==> src/rtl/uop_logic_pipe_if.sv <==
// Handshake bundle for uop_logic_pipe: operand beat in, result beat out.
// The slave side is the pipe, the master side is its environment.
interface uop_logic_pipe_if #(
  parameter int WIDTH = 8,
  parameter int CNT_W = 16
);
  logic             in_valid;
  logic             in_ready;
  logic [2:0]       op;
  logic [WIDTH-1:0] a;
  logic [WIDTH-1:0] b;
  logic             out_valid;
  logic             out_ready;
  logic [WIDTH-1:0] y;
  logic             red_and;
  logic             red_or;
  logic             red_xor;
  logic [CNT_W-1:0] txn_count;

  modport master (
    output in_valid, op, a, b, out_ready,
    input  in_ready, out_valid, y,
    input  red_and, red_or, red_xor, txn_count
  );

  modport slave (
    input  in_valid, op, a, b, out_ready,
    output in_ready, out_valid, y,
    output red_and, red_or, red_xor, txn_count
  );
endinterface

==> src/rtl/uop_logic_pipe.sv <==
// Two-stage bitwise logic pipe with valid/ready handshake,
// result reductions and a delivered-beat counter.
module uop_logic_pipe #(
  parameter int WIDTH = 8,
  parameter int CNT_W = 16
) (
  input logic clk,
  input logic rst_n,
  uop_logic_pipe_if.slave bus
);
  logic [WIDTH-1:0] w_res;
  logic             w_s2_free;
  logic             w_accept;
  logic             w_deliver;

  logic             r_s1_valid;
  logic [WIDTH-1:0] r_s1;
  logic             r_s2_valid;
  logic [WIDTH-1:0] r_y;
  logic             r_and;
  logic             r_or;
  logic             r_xor;
  logic [CNT_W-1:0] r_cnt;

  always_comb begin
    w_res = bus.a;
    case (bus.op)
      3'b000:  w_res = bus.a & bus.b;
      3'b001:  w_res = bus.a | bus.b;
      3'b010:  w_res = bus.a ^ bus.b;
      3'b011:  w_res = ~(bus.a ^ bus.b);
      3'b100:  w_res = ~(bus.a & bus.b);
      3'b101:  w_res = ~(bus.a | bus.b);
      3'b110:  w_res = ~bus.a;
      default: w_res = bus.a;
    endcase
  end

  // Ready depends only on state and out_ready, never on in_valid.
  assign w_s2_free = !r_s2_valid || bus.out_ready;
  assign bus.in_ready = !r_s1_valid || w_s2_free;
  assign w_accept  = bus.in_valid && bus.in_ready;
  assign w_deliver = r_s2_valid && bus.out_ready;

  always_ff @(posedge clk or negedge rst_n) begin
    if (!rst_n) begin
      r_s1_valid <= 1'b0;
      r_s1       <= '0;
    end else if (w_accept) begin
      r_s1_valid <= 1'b1;
      r_s1       <= w_res;
    end else if (r_s1_valid && w_s2_free) begin
      r_s1_valid <= 1'b0;
    end
  end

  always_ff @(posedge clk or negedge rst_n) begin
    if (!rst_n) begin
      r_s2_valid <= 1'b0;
      r_y        <= '0;
      r_and      <= 1'b0;
      r_or       <= 1'b0;
      r_xor      <= 1'b0;
    end else if (w_s2_free) begin
      r_s2_valid <= r_s1_valid;
      if (r_s1_valid) begin
        r_y   <= r_s1;
        r_and <= &r_s1;
        r_or  <= |r_s1;
        r_xor <= ^r_s1;
      end
    end
  end

  always_ff @(posedge clk or negedge rst_n) begin
    if (!rst_n) begin
      r_cnt <= '0;
    end else if (w_deliver) begin
      r_cnt <= r_cnt + 1'b1;
    end
  end

  assign bus.out_valid = r_s2_valid;
  assign bus.y         = r_y;
  assign bus.red_and   = r_and;
  assign bus.red_or    = r_or;
  assign bus.red_xor   = r_xor;
  assign bus.txn_count = r_cnt;
endmodule

==> src/flat_wrapper.sv <==
// flat-port wrapper written by rule: the top's interface ports become plain ports
module uop_logic_pipe_flat 
#(
  parameter int WIDTH = 8,
  parameter int CNT_W = 16
)
  (clk, rst_n, bus_in_valid, bus_op, bus_a, bus_b, bus_out_ready, bus_in_ready, bus_out_valid, bus_y, bus_red_and, bus_red_or, bus_red_xor, bus_txn_count);
  uop_logic_pipe_if #(.WIDTH(WIDTH), .CNT_W(CNT_W)) bus_i ();
  input logic clk;
  input logic rst_n;
  input wire logic [$bits(bus_i.in_valid)-1:0] bus_in_valid;
  input wire logic [$bits(bus_i.op)-1:0] bus_op;
  input wire logic [$bits(bus_i.a)-1:0] bus_a;
  input wire logic [$bits(bus_i.b)-1:0] bus_b;
  input wire logic [$bits(bus_i.out_ready)-1:0] bus_out_ready;
  output wire logic [$bits(bus_i.in_ready)-1:0] bus_in_ready;
  output wire logic [$bits(bus_i.out_valid)-1:0] bus_out_valid;
  output wire logic [$bits(bus_i.y)-1:0] bus_y;
  output wire logic [$bits(bus_i.red_and)-1:0] bus_red_and;
  output wire logic [$bits(bus_i.red_or)-1:0] bus_red_or;
  output wire logic [$bits(bus_i.red_xor)-1:0] bus_red_xor;
  output wire logic [$bits(bus_i.txn_count)-1:0] bus_txn_count;
  assign bus_i.in_valid = bus_in_valid;
  assign bus_i.op = bus_op;
  assign bus_i.a = bus_a;
  assign bus_i.b = bus_b;
  assign bus_i.out_ready = bus_out_ready;
  assign bus_in_ready = bus_i.in_ready;
  assign bus_out_valid = bus_i.out_valid;
  assign bus_y = bus_i.y;
  assign bus_red_and = bus_i.red_and;
  assign bus_red_or = bus_i.red_or;
  assign bus_red_xor = bus_i.red_xor;
  assign bus_txn_count = bus_i.txn_count;
  uop_logic_pipe #(.WIDTH(WIDTH), .CNT_W(CNT_W)) u_core (.clk(clk), .rst_n(rst_n), .bus(bus_i));
endmodule
==> config.mk <==
export PLATFORM = sky130hd
export DESIGN_NAME = uop_logic_pipe_flat
export DESIGN_NICKNAME = d
export VERILOG_FILES = /design/src/rtl/uop_logic_pipe_if.sv /design/src/rtl/uop_logic_pipe.sv /design/src/flat_wrapper.sv
export SDC_FILE = /design/constraint.sdc
export NUM_CORES = 1
export LEC_CHECK = 0
export CORE_MARGIN = 10
export CORE_UTILIZATION = 37
export DETAILED_ROUTE_END_ITERATION = 7
export GPL_ROUTABILITY_DRIVEN = 0
export SYNTH_ARGS = -nofsm -noshare
export SYNTH_HDL_FRONTEND = slang
export SYNTH_SLANG_ARGS = --single-unit
==> constraint.sdc <==
create_clock -name clk -period 3.25 [get_ports clk]
set_input_delay 0.4875 -clock clk [delete_from_list [all_inputs] [get_ports clk]]
set_output_delay 0.4875 -clock clk [all_outputs]
set_load 0.005 [all_outputs]
==> results.tsv <==
metric	value	unit
insertion_delay	280	ps
netSwitchingFraction	29.9	%
setup_tns	0	ps
pwr-share-clk	23.9	%
crit_chain	clkdlybuf4s50_1 > nand3b_1 > clkdlybuf4s50_1	
fin_worst_skew	8.93	ps
reg2regPathDepth	4	
synth_fp_nets	304	
antenna_found_initial	0	
cpMaxStageDelayCell	clkdlybuf4s50_1	
combPwrFrac	32.7	%
num_vias	1842	
maxCapViolCount	0	
seqPwrFrac	43.4	%
drt-pass1-iter-count	4	
slew_violations	0	
rsz0062_at_grt	false	
wl_per_cell	12.5	um
crit_required	2760	ps
io_pins	52	
synth_edf_count	0	
drtIter0Drc	47	
powerDensity	468	mW/mm^2
grt_pass1_wl	8170	um
cp.arrival	1750	ps
hold_buffers	0	
setup_viol	0	
status	finished clean	
htreeDepth	2	
hold_class	in2async	
worstSetupStartpoint	bus_out_ready	
dp_slack	828	ps
wl	4790	um
clk_pin_slew	70	ps
finalWorstSetupSlack	1010	ps
root_buffer	clkbuf_8	
numCtsBuffers	5	
timing.fmax	446	MHz
grt_usage	9.47	%
rows	29	
cts_buffer_depth	2	
async_reset_ff_share	100	%
ir_drop	0.342	mV
cts_resized	0	
r2r-start	u_core.bus.out_valid	
cp-start-kind	input pin	
period_share	69.0	%
hold_violations	0	
intPower	1020	uW
layout-drive-gt1-share	8.50	%
grt_max_degree	38	
design.core.area	0.00639	mm^2
synth.distinct_cells	45	
worstMarginPinSlew	790	ps
vias_per_cell	4.81	
start_util	38.5	%
postSynthAreaPerCell	9.59	um^2
first_global_vias	1805	
cp-end-kind	output pin	
p_sw	434	uW
cts_sinks	37	
die_y	101	um
synthCells	256	
ys_ff_latch	37	
insertedDiodeCount	0	
post_cts_buffers	0	
stdcell_area	0.00310	mm^2
ys_seq_area_share	37.7	%
die_area	0.0103	mm^2
num-nets-final	353	
p_leak	0.00144	uW
hpwlAfterDp	3840	um
synthFlopType	dfrtp_1	
fin_crit	2240	ps
grt-ovfl-total	0	
ys_warn_count	0	
ant_nets	0	
whs	282	ps
portBuffers	51	
slew_headroom	47.3	%
cts_tree	yes	
placed_area	0.00300	mm^2
cpMostUsedCell	clkdlybuf4s50_1	
worstPathMaxFanout	5	
area_delta_synth_final	26.4	%
cpPeakStageDelay	550	ps
synth_area	0.00246	mm^2
die_w	101	um
drc	0	
worstSetupPathType	in2out	
fillers	628	
[per-layer routing]
| layer | vias to the layer above | GRT usage, % | wire, um |
|---|---|---|---|
| li1 | 975 | - | - |
| met1 | 826 | 12.3 | 2340 |
| met2 | 37 | 14.5 | 2110 |
| met3 | 4 | 2.79 | 276 |
| met4 | 0 | 3.54 | 60 |
| met5 | - | 0 | 0 |
[cells by family (layout without fill, tap and decap cells)]
logic type               count (synthesis)  in the layout  synth area share, %
multiplexers                             4              4                 1.88
AO/OA/AOI/OAI                           43             43                 13.2
AND/OR/NAND/NOR                         80             80                 17.2
buffers and inverters                   38             88                 6.98
XOR/XNOR                                29             29                 10.3
adder cells (fa/ha/maj)                 25             25                 12.7
flip-flops                              37             37                 37.7
[placed cells by master, fill, tap and decap left out, types with 3 or more instances in the layout]
master	Yosys	routed
nor2_1	10	10
nand2b_1	4	4
inv_1	26	26
dfrtp_1	37	37
clkdlybuf4s50_1	0	50
xor2_1	9	9
nand3_1	7	7
clkbuf_8	0	7
ha_1	25	25
o32ai_1	5	5
a21oi_1	3	3
nand2_1	29	29
nor3_1	4	4
xnor2_1	20	20
o211a_1	3	3
o21ai_1	8	8
a2111oi_2	3	3
nand4_1	5	5
o21ai_0	10	10
or2_2	3	3
nand3b_1	6	6
[critical path, delay by kind of cell]
kind                   cells  cell delay [ps]
AND/OR/NAND/NOR            1              190
buffers and inverters      2             1080
[metrics by stage]
| stage | cells | util [%] | power [uW] |
|---|---|---|---|
| after floorplan | 256 | - | 886 |
| final | 383 | 48.6 | 1450 |
| after detailed placement | 375 | 47.0 | 1130 |
| after global placement | 375 | 47.0 | 1120 |
| after CTS | 383 | 48.6 | 1480 |
| after global routing | 383 | 48.6 | 1560 |
[area by class of cell]
type                       instances  area, um^2  area share, %
timing repair buffer              53         520           16.8
clock inverter                     1        5.00          0.161
multi-input combinational        181        1360           43.8
clock buffer                       7        96.3           3.10
sequential                        37         926           29.8
inverter                          27         101           3.26
tap                               77        96.3           3.10
[Yosys cell counts (all sizes together), types with 5 or more instances]
cell,instances,area share (%)
dfrtp,37,38
nand2,29,4.4
inv,27,4.1
ha,25,13
xnor2,20,7.1
o21ai,18,3.7
nor2,10,1.5
xor2,9,3.2
buf,8,2.2
nand3,7,1.4
nand3b,6,1.8
nand4,5,1.3
o32ai,5,1.8
[state kept, by name (all words and copies together) (netlist names)]
signal / flops
u_core.r_s1: 8
u_core.bus.red_xor: 1
u_core.bus.red_and: 1
u_core.bus.txn_count: 16
u_core.bus.out_valid: 1
u_core.bus.y: 8
u_core.bus.red_or: 1
u_core.r_s1_valid: 1
[power by group through the flow]
stage	Combinational [uW]	Sequential [uW]	Clock (uW)
after CTS	490	633	361
after detailed placement	488	642	0
after global placement	482	638	0
after floorplan	253	632	0
after global routing	541	645	378
final	476	630	347
[worst paths after layout]
check                                      endpoint  slack [ps]
setup / recovery                       bus_in_ready        1010
hold / removal              u_core.bus.txn_count[8]         280
setup reg to reg                     u_core.r_s1[2]        1760
hold reg to reg            u_core.bus.txn_count[15]         470
max in group asynchronous        u_core.bus.red_xor        2460
min in group clk           u_core.bus.txn_count[15]         470
(Power assumes the default switching activity.)
